**config.mk**
```make
export PLATFORM = sky130hd
export DESIGN_NAME = set_scan_ctrl_flat
export DESIGN_NICKNAME = d
export VERILOG_FILES = /design/src/rtl/set_scan_ctrl_pkg.sv /design/src/rtl/set_scan_ctrl_if.sv /design/src/rtl/set_scan_ctrl_pe.sv /design/src/rtl/set_scan_ctrl.sv /design/src/flat_wrapper.sv
export SDC_FILE = /design/constraint.sdc
export NUM_CORES = 1
export LEC_CHECK = 0
export ABC_AREA = 1
export CAP_MARGIN = 0
export CELL_PAD_IN_SITES_DETAIL_PLACEMENT = 0
export CELL_PAD_IN_SITES_GLOBAL_PLACEMENT = 2
export CORE_MARGIN = 5
export CORE_UTILIZATION = 33
export DETAILED_ROUTE_END_ITERATION = 12
export GPL_TIMING_DRIVEN = 0
export PLACE_DENSITY = 0.82
export SYNTH_ARGS = -nofsm -noshare
export SYNTH_HDL_FRONTEND = slang
export SYNTH_SLANG_ARGS = --single-unit
```
**constraint.sdc**
```tcl
create_clock -name clk_i -period 7.28 [get_ports clk_i]
set_input_delay 1.456 -clock clk_i [delete_from_list [all_inputs] [get_ports clk_i]]
set_output_delay 1.456 -clock clk_i [all_outputs]
set_load 0.02 [all_outputs]
```
**src/rtl/set_scan_ctrl_pkg.sv**
```systemverilog
// Shared widths, field layout, mode/state encodings and the mode match decode
// for the grid-sweep controller and its coverage PE.
package set_scan_ctrl_pkg;

  localparam int AXIS_W     = 4;             // one coordinate axis
  localparam int COORD_SZ   = 2 * AXIS_W;    // {x,y}
  localparam int NUM_CIRC   = 3;             // A, B, C
  localparam int CENTRAL_SZ = NUM_CIRC * COORD_SZ;  // {A_X,A_Y,B_X,B_Y,C_X,C_Y}
  localparam int RADIUS_SZ  = NUM_CIRC * AXIS_W;    // {A_R,B_R,C_R}
  localparam int COVERED_SZ = NUM_CIRC;             // [2]=A,[1]=B,[0]=C

  typedef enum logic [1:0] {
    MODE_A   = 2'd0,
    MODE_AND = 2'd1,
    MODE_XOR = 2'd2,
    MODE_TWO = 2'd3
  } mode_e;

  typedef enum logic [1:0] {
    ST_IDLE = 2'd0,
    ST_SCAN = 2'd1,
    ST_DONE = 2'd2
  } state_e;

  // Does this point's coverage pattern satisfy the job mode?
  function automatic logic match(input logic [COVERED_SZ-1:0] cov, input mode_e mode);
    logic m;
    m = 1'b0;
    case (mode)
      MODE_A:   m = cov[2];
      MODE_AND: m = cov[2] & cov[1];
      MODE_XOR: m = cov[2] ^ cov[1];
      MODE_TWO: m = (cov == 3'b110) || (cov == 3'b101) || (cov == 3'b011);
      default:  m = 1'b0;
    endcase
    return m;
  endfunction

endpackage

```
**src/rtl/set_scan_ctrl_if.sv**
```systemverilog
// Job interface: host drives a request plus circle data, controller returns
// busy, a one-cycle valid and the matching-point count.
interface set_scan_ctrl_if import set_scan_ctrl_pkg::*; #(
  parameter int CNT_W = 7
) ();
  logic                  en;
  logic [CENTRAL_SZ-1:0] central;
  logic [RADIUS_SZ-1:0]  radius;
  logic [1:0]            mode;
  logic                  busy;
  logic                  valid;
  logic [CNT_W-1:0]      candidate;

  modport master (output en, central, radius, mode, input busy, valid, candidate);
  modport slave  (input en, central, radius, mode, output busy, valid, candidate);
endinterface

```
**src/rtl/set_scan_ctrl_pe.sv**
```systemverilog
// Circle-coverage PE: for one grid point, flags each circle whose closed disc
// contains it (a point exactly on the edge counts as covered).
module set_scan_ctrl_pe import set_scan_ctrl_pkg::*; (
  input  logic [COORD_SZ-1:0]   coord,
  input  logic [CENTRAL_SZ-1:0] central,
  input  logic [RADIUS_SZ-1:0]  radius,
  output logic [COVERED_SZ-1:0] covered
);
  logic [AXIS_W-1:0] px, py;
  assign px = coord[COORD_SZ-1 -: AXIS_W];
  assign py = coord[AXIS_W-1 -: AXIS_W];

  // Circle i sits at field i counted from the LSB, so covered[i] lines up with it.
  for (genvar i = 0; i < NUM_CIRC; i++) begin : g_circ
    logic [AXIS_W-1:0] cx, cy, r, adx, ady;
    logic [7:0]        sx, sy, r2;
    logic [8:0]        d2;
    assign cx  = central[i*COORD_SZ + COORD_SZ-1 -: AXIS_W];
    assign cy  = central[i*COORD_SZ + AXIS_W-1 -: AXIS_W];
    assign r   = radius[i*AXIS_W + AXIS_W-1 -: AXIS_W];
    // Unsigned distance per axis avoids signed arithmetic entirely.
    assign adx = (px >= cx) ? px - cx : cx - px;
    assign ady = (py >= cy) ? py - cy : cy - py;
    assign sx  = 8'(adx) * 8'(adx);
    assign sy  = 8'(ady) * 8'(ady);
    assign r2  = 8'(r) * 8'(r);
    assign d2  = 9'(sx) + 9'(sy);
    assign covered[i] = (d2 <= 9'(r2));
  end
endmodule

```
**src/rtl/set_scan_ctrl.sv**
```systemverilog
// Grid-sweep controller: latches one job, walks every point of the
// (1..GRID_MAX)^2 grid through the PE one per cycle, counts matches and
// returns the count with a single-cycle valid.
module set_scan_ctrl import set_scan_ctrl_pkg::*; #(
  parameter int GRID_MAX = 8,
  parameter int CNT_W    = 7
) (
  input  logic             clk_i,
  input  logic             rst_n_i,
  set_scan_ctrl_if.slave   job
);
  localparam logic [AXIS_W-1:0] LAST = AXIS_W'(GRID_MAX);

  state_e                state;
  logic [AXIS_W-1:0]     x, y;
  logic [CNT_W-1:0]      cnt;
  logic [CENTRAL_SZ-1:0] central_buf;
  logic [RADIUS_SZ-1:0]  radius_buf;
  mode_e                 mode_buf;
  logic                  busy_q, valid_q;
  logic [CNT_W-1:0]      cand_q;
  logic [COVERED_SZ-1:0] covered;
  logic                  hit;

  set_scan_ctrl_pe u_pe (
    .coord   ({x, y}),
    .central (central_buf),
    .radius  (radius_buf),
    .covered (covered)
  );

  assign hit = match(covered, mode_buf);

  assign job.busy      = busy_q;
  assign job.valid     = valid_q;
  assign job.candidate = cand_q;

  // Job FSM: IDLE accepts a job, SCAN sweeps x inner / y outer, DONE pulses valid.
  always_ff @(posedge clk_i or negedge rst_n_i) begin
    if (!rst_n_i) begin
      state       <= ST_IDLE;
      x           <= AXIS_W'(1);
      y           <= AXIS_W'(1);
      cnt         <= '0;
      central_buf <= '0;
      radius_buf  <= '0;
      mode_buf    <= MODE_A;
      busy_q      <= 1'b0;
      valid_q     <= 1'b0;
      cand_q      <= '0;
    end else begin
      case (state)
        ST_IDLE: begin
          // Inputs are only looked at here, so mid-job changes never leak in.
          if (job.en) begin
            central_buf <= job.central;
            radius_buf  <= job.radius;
            mode_buf    <= mode_e'(job.mode);
            cnt         <= '0;
            x           <= AXIS_W'(1);
            y           <= AXIS_W'(1);
            busy_q      <= 1'b1;
            state       <= ST_SCAN;
          end
        end
        ST_SCAN: begin
          cnt <= cnt + CNT_W'(hit);
          if (x == LAST) begin
            x <= AXIS_W'(1);
            if (y == LAST) begin
              // Last point: fold its hit straight into the result.
              y       <= AXIS_W'(1);
              cand_q  <= cnt + CNT_W'(hit);
              valid_q <= 1'b1;
              state   <= ST_DONE;
            end else begin
              y <= y + AXIS_W'(1);
            end
          end else begin
            x <= x + AXIS_W'(1);
          end
        end
        ST_DONE: begin
          valid_q <= 1'b0;
          busy_q  <= 1'b0;
          state   <= ST_IDLE;
        end
        default: state <= ST_IDLE;
      endcase
    end
  end
endmodule

```
**src/flat_wrapper.sv**
```systemverilog
// flat-port wrapper written by rule: the top's interface ports become plain ports
module set_scan_ctrl_flat import set_scan_ctrl_pkg::*;
#(
  parameter int GRID_MAX = 8,
  parameter int CNT_W    = 7
)
  (clk_i, rst_n_i, job_en, job_central, job_radius, job_mode, job_busy, job_valid, job_candidate);
  set_scan_ctrl_if #(.CNT_W(CNT_W)) job_i ();
  input  logic clk_i;
  input  logic rst_n_i;
  input wire logic [$bits(job_i.en)-1:0] job_en;
  input wire logic [$bits(job_i.central)-1:0] job_central;
  input wire logic [$bits(job_i.radius)-1:0] job_radius;
  input wire logic [$bits(job_i.mode)-1:0] job_mode;
  output wire logic [$bits(job_i.busy)-1:0] job_busy;
  output wire logic [$bits(job_i.valid)-1:0] job_valid;
  output wire logic [$bits(job_i.candidate)-1:0] job_candidate;
  assign job_i.en = job_en;
  assign job_i.central = job_central;
  assign job_i.radius = job_radius;
  assign job_i.mode = job_mode;
  assign job_busy = job_i.busy;
  assign job_valid = job_i.valid;
  assign job_candidate = job_i.candidate;
  set_scan_ctrl #(.GRID_MAX(GRID_MAX), .CNT_W(CNT_W)) u_core (.clk_i(clk_i), .rst_n_i(rst_n_i), .job(job_i));
endmodule
```
After elaboration in Yosys (flattened, before gate mapping):

Index checks and enable logic that the tools add are counted.
W data, S select, Z words.

* register bits: 64
* logic and storage cells: 99

* muxes and demuxes: 24
* magnitude comparators: 9
* reduce and logical (&&, ||, !) cells: 14
* bitwise gates (word level): 2
* add/subtract/negate cells: 18
* multipliers: 9
* eq/ne operators: 13

Operators with widths (count)
* $mul A4 B4 Y8: 9
* $sub A4 B4 Y4: 12
* $mux W4: 10
* $add A8 B8 Y9: 3
* $le A9 B8 Y1: 3
* $ge A4 B4 Y1: 6
* $pmux W4 S2: 2
* $pmux W7 S2: 1
* $reduce_and A3 Y1: 4
* $add A4 B1 Y4 const B: 2
* $eq A4 B4 Y1 const B: 2
* $add A7 B1 Y7: 1
* $mux W7: 1
* $eq A2 B2 Y1 const B: 3
* $eq A3 B3 Y1 const B: 2
* $mux W2: 3
* $reduce_and A2 Y1: 3
* $reduce_bool A2 Y1: 3
* $eq A2 B1 Y1 const B: 2
* $logic_not A2 Y1: 2
* $ne A2 B1 Y1 const B: 2
* $pmux W1 S2: 2
* $pmux W1 S4: 1
* $pmux W2 S2: 1
* 6 further kinds: 9

Longest topological paths before layout:

* word-level depth: 11
* mapped depth: 46

Cells and area by module:

A second synthesis with hierarchy kept.

* cells, all modules: 1033
* area, all modules: 7875.1 um^2

By module, submodules not included
* set_scan_ctrl_pe: cells an instance 719, area each 5093.6 um^2, instances 1
* set_scan_ctrl: cells an instance 314, area each 2781.4 um^2, instances 1

Worst setup path before layout:

No wires, ideal clock.

* kind: register to register
* from: register u_core.x[0]
* to: register u_core.cnt[6]
* data required time: 7.135 ns
* period minus slack after synthesis: 7.263 ns
* path slack: 0.017 ns
* stages on the path, launching flop included: 40
* arrival time: 7.119 ns
* path buffers: 0
* path through: dfstp_2 -> inv_1 -> ha_1 -> inv_1 -> fa_1 -> a21oi_1 -> o21ai_1 -> a21o_4 -> o211ai_2 -> o21ai_2 -> xor2_2 -> nor2_2 -> inv_2 -> fa_1 -> fa_1 -> fa_1 -> inv_1 -> fa_1 -> [... 4 more ...] -> xor2_1 -> ha_1 -> and3_1 -> nand4_1 -> nand2_1 -> nand3_1 -> inv_1 -> ha_1 -> nor2_1 -> nor2_1 -> nand2_1 -> a21oi_1 -> ha_1 -> ha_1 -> nand3_1 -> nor3_1 -> xor2_1 -> o22ai_1

* longest elaborated chain between the ends: 11

Ends and longest elaborated chain
* start: declaration: RTL line set_scan_ctrl.sv:15 `logic [AXIS_W-1:0] x, y;`
* start signal: assignment: RTL line set_scan_ctrl.sv:80 `x <= x + AXIS_W'(1);`
* $sub A4 B4 Y4 / $ge A4 B4 Y1 (equally long branches): RTL line set_scan_ctrl_pe.sv:22 `assign adx = (px >= cx) ? px - cx : cx - px;`
* $mux W4: RTL line set_scan_ctrl_pe.sv:22
* $mul A4 B4 Y8: RTL line set_scan_ctrl_pe.sv:24 `assign sx = 8'(adx) * 8'(adx);`
* $add A8 B8 Y9: RTL line set_scan_ctrl_pe.sv:27 `assign d2 = 9'(sx) + 9'(sy);`
* $le A9 B8 Y1: RTL line set_scan_ctrl_pe.sv:28 `assign covered[i] = (d2 <= 9'(r2));`
* $eq A3 B3 Y1: RTL line set_scan_ctrl_pkg.sv:33 `MODE_TWO: m = (cov == 3'b110) || (cov == 3'b101) || (cov == 3'b011);`
* $logic_or A1 B1 Y1 (2 in series): RTL line set_scan_ctrl_pkg.sv:33
* $pmux W1 S4 *: RTL line set_scan_ctrl_pkg.sv:29 `case (mode)`
* $add A7 B1 Y7 *: RTL line set_scan_ctrl.sv:67 `cnt <= cnt + CNT_W'(hit);`
* $pmux W7 S2 *: RTL line set_scan_ctrl.sv:52 `case (state)`
* end signal: assignment: RTL line set_scan_ctrl.sv:67
* end: declaration: RTL line set_scan_ctrl.sv:16 `logic [CNT_W-1:0] cnt;`

Every way passes the cells marked *; elsewhere a longest branch is shown, timed or not.
A chain may end at the register's enable or synchronous reset.

Worst setup path in the final report:

Ends and elaborated chain as after synthesis.

==> impl_metrics.csv <==
group,metric,value,unit
setup_path,cp-end-kind,"flop",
floorplanning,die_x,160.7,um
yosys,syn_area,7491,sq um
sta,finalSetupViolations,0,
clock_network,clock_path_buffers,2,
drt,drtIter0Drc,222,
yosys,seq_area_frac_synth,21.41,%
drt,viasPerCell,4.551,
clock_network,clkSinkCount,64,
cells_and_area,drive_gt1_share,17.43,%
place,placed_area,8335,sq um
sta,final.period_utilization,98.71,%
setup_path,worstPathRequired,7.47,ns
drt,vias,6153,
sta,max_freq,139.2,MHz
yosys,async_flop_share,100.0,%
global_routing,grt_pass1_wl,30.82,mm
floorplanning,core,22500,sq um
clock_network,htreeDepth,3,
floorplanning,rows,55,
place,dp_hpwl,14.24,mm
yosys,synth.distinct_cells,39,
yosys,ys_warn_count,0,
cells_and_area,final_area,9427,sq um
global_routing,antenna_found_initial,0,
setup_path,rr_worst_depth,38,
yosys,synth-seq-cells,64,
yosys,syn_avg_cell_area,7.869,sq um
cells_and_area,final_nets,1284,
sta,min_period,7.186,ns
min_path,min-delay-start,"u_core.job.candidate[2]$_DFFE_PN0P_",
cells_and_area,final.fill_count,2298,
global_routing,grt_max_degree,65,
setup_path,arrival,7.38,ns
floorplanning,die_area,25810,sq um
yosys,synth_edf_count,0,
job,drv_cap,0,
sta,whs,0.4938,ns
clock_network,numCtsBuffers,9,
yosys,synth_ff_type,"dfrtp_1",
setup_path,r2r_slack,0.09,ns
drt,routed_wl,18.37,mm
min_path,hold_path.class,"flop to flop",
setup_path,worst-setup-path-type,"flop to flop",
min_path,hold_depth,2,
floorplanning,dieHeight,160.7,um
setup_path,max_stage_delay,0.57,ns
setup_path,worst_path_max_delay_cell,"dfstp_2",
min_path,min_to,"u_core.job.candidate[2]$_DFFE_PN0P_",
yosys,syn-num-nets,1174,
setup_path,start_kind,"flop",
drt,route.detailed.drc,0,
cells_and_area,seqCellArea,1609,sq um
floorplanning,boundaryPins,50,
yosys,yosysTopAreaCell,"ha_1",
sta,hold_viol,0,
sta,finalMaxSlewViolations,0,
cells_and_area,area_growth,25.84,%
run_status,status,"finished clean",
place,portBuffers,49,
setup_path,r2r_start,"u_core.x[0]$_DFFE_PN1P_",
clock_network,hold_buffers,0,
yosys,syn_inst,952,
global_routing,grt_pass1_vias,6287,
yosys,synth.top_cell.area_share,22.72,%
setup_path,r2r_end,"u_core.cnt[6]$_DFFE_PN0P_",
clock_network,insertion_delay,0.34,ns
drt,wl_per_cell,13.59,um
cells_and_area,multiInputGateArea,5395,sq um
yosys,synth.area.top_cells,"ha_1 (23%), dfrtp_1 (21%), fa_1 (12%)",
cells_and_area,diodes,0,
global_routing,track_usage,14.74,%
global_routing,overflow,0,
sta,finalClockSkew,0.008719,ns
drt,ant_nets,0,
clock_network,path_clk_slew,0.06,ns
sta,worst_pin_slew,0.8859,ns
place,gp_congestion,0.7988,
sta,slew_headroom,40.94,%
sta,rsz0062_at_grt,"true",
setup_path,crit_top_cell,"nand2_1",
drt,dr.pass1.iters,4,
floorplanning,start_util,33.29,%
clock_network,cts-root-buf,"clkbuf_16",
clock_network,cts_tree,"built",
setup_path,cp_max_fo,4,
==> sequential cells by signal, summed over array words and instances, names as in the netlist <==
register,count
u_core.central_buf,24
u_core.y,4
u_core.cnt,7
u_core.x,4
u_core.job.valid,1
u_core.job.busy,1
u_core.state,2
u_core.mode_buf,2
u_core.job.candidate,7
u_core.radius_buf,12
==> repair_timing <==
action / 4_1_cts / 5_1_grt
resized for setup: 71 / 41
endpoints found under the hold margin: 0 / 0
buffers inserted: 39 / 11
pin swaps: 46 / 59
endpoints found under the setup margin: 14 / 14
==> area by class of cell <==
type                            instances  area share [%]
Inverter                              220           8.999
Multi-Input combinational cell        660           57.23
Clock inverter                          3          0.4247
Clock buffer                           13           2.761
Buffer                                  8          0.3186
Tap cell                              285           3.783
Timing Repair Buffer                   99           9.411
Sequential cell                        64           17.07
==> Yosys cell counts, types with 2 or more instances <==
cell type  number
a211oi_1        5
a21o_1          4
a21oi_1        33
a21oi_2         2
a31oi_1         4
clkbuf_1        8
clkinv_1        2
dfrtp_1        62
dfstp_2         2
fa_1           45
ha_1          136
inv_1         207
inv_2          11
nand2_1       183
nand3_1        36
nand3b_1        2
nand4_1         5
nor2_1         55
nor2_2          4
nor3_1          5
o211ai_1        3
o21ai_0        50
o21ai_1        19
o21ai_2         4
o21bai_1        6
o22ai_1         8
o31ai_1         2
or2_2           2
xnor2_1         9
xor2_1         26
xor2_2          4
==> cells in the final DEF, fill, tap and decap left out, types with 8 or more instances in the layout <==
master	count
inv_1	195
nand2_1	173
ha_1	119
dfrtp_1	58
nor2_1	49
clkdlybuf4s50_1	48
buf_4	47
o21ai_0	43
fa_1	37
a21oi_1	29
nand3_1	26
xor2_1	23
o21ai_1	20
inv_2	18
o21ai_2	10
nor2_2	10
clkbuf_1	10
xnor2_1	9
nand2_2	9
ha_2	9
clkbuf_16	9
nand3_2	8
o22ai_1	8
fa_2	8
ha_4	8
==> kinds of logic after synthesis <==
logic type,share of synthesized area [%]
adders and majority gates,34.74
AOI/OAI and AO/OA,11.36
muxes,0.1503
DFF,21.41
and+or+nand+nor,15.95
xor gates and xnor gates,4.961
buffers and inverters,11.42
==> per-layer routing <==
metal	vias to the layer above	track usage (%)	part of all wire, %
met3	15	2.669	4.1
met1	2854	20.15	49
met4	0	2.894	1.2
met5	-	0	0
met2	72	24.58	46
li1	3212	-	-
==> worst max path at each step <==
stage / startpoint / slack (ns) / to / cells past startpoint
2_1_floorplan: u_core.x[0]$_DFFE_PN1P_ / 0.02 / u_core.cnt[6]$_DFFE_PN0P_ / 39
3_3_place_gp: u_core.x[1]$_DFFE_PN0P_ / -0.88 / u_core.cnt[6]$_DFFE_PN0P_ / 36
3_5_place_dp: u_core.x[1]$_DFFE_PN0P_ / -0.83 / u_core.cnt[6]$_DFFE_PN0P_ / 36
4_1_cts: u_core.x[0]$_DFFE_PN1P_ / -0.05 / u_core.cnt[6]$_DFFE_PN0P_ / 39
5_1_grt: u_core.x[0]$_DFFE_PN1P_ / -0.26 / u_core.cnt[6]$_DFFE_PN0P_ / 40
6_report: u_core.x[0]$_DFFE_PN1P_ / 0.09 / u_core.cnt[6]$_DFFE_PN0P_ / 38
==> stage by stage <==
step           cells  setup WS (ns)  TNS [ns]  utilization (%)
2_1_floorplan    952        0.01651         0                -
3_3_place_gp    1286        -0.8833    -8.134            37.05
3_5_place_dp    1286        -0.8276    -7.556            37.04
4_1_cts         1341       -0.05123  -0.09851            40.95
5_1_grt         1352        -0.2647    -1.855            41.89
6_report        1352        0.09386         0            41.89
==> critical path: cells and delay by family, from the launching register on <==
family | cells | cell delay [ns]
multiplexers | 1 | 0.33
AND/OR/NAND/NOR | 16 | 1.25
XOR/XNOR | 2 | 0.39
flip-flops | 1 | 0.57
AO/OA/AOI/OAI | 2 | 0.20
adder cells (fa/ha/maj) | 12 | 3.96
buffers and inverters | 5 | 0.32
Power is left out: the tool's default activity adds up to more than one toggle a clock period on the data nets, which glitch-free logic cannot reach.
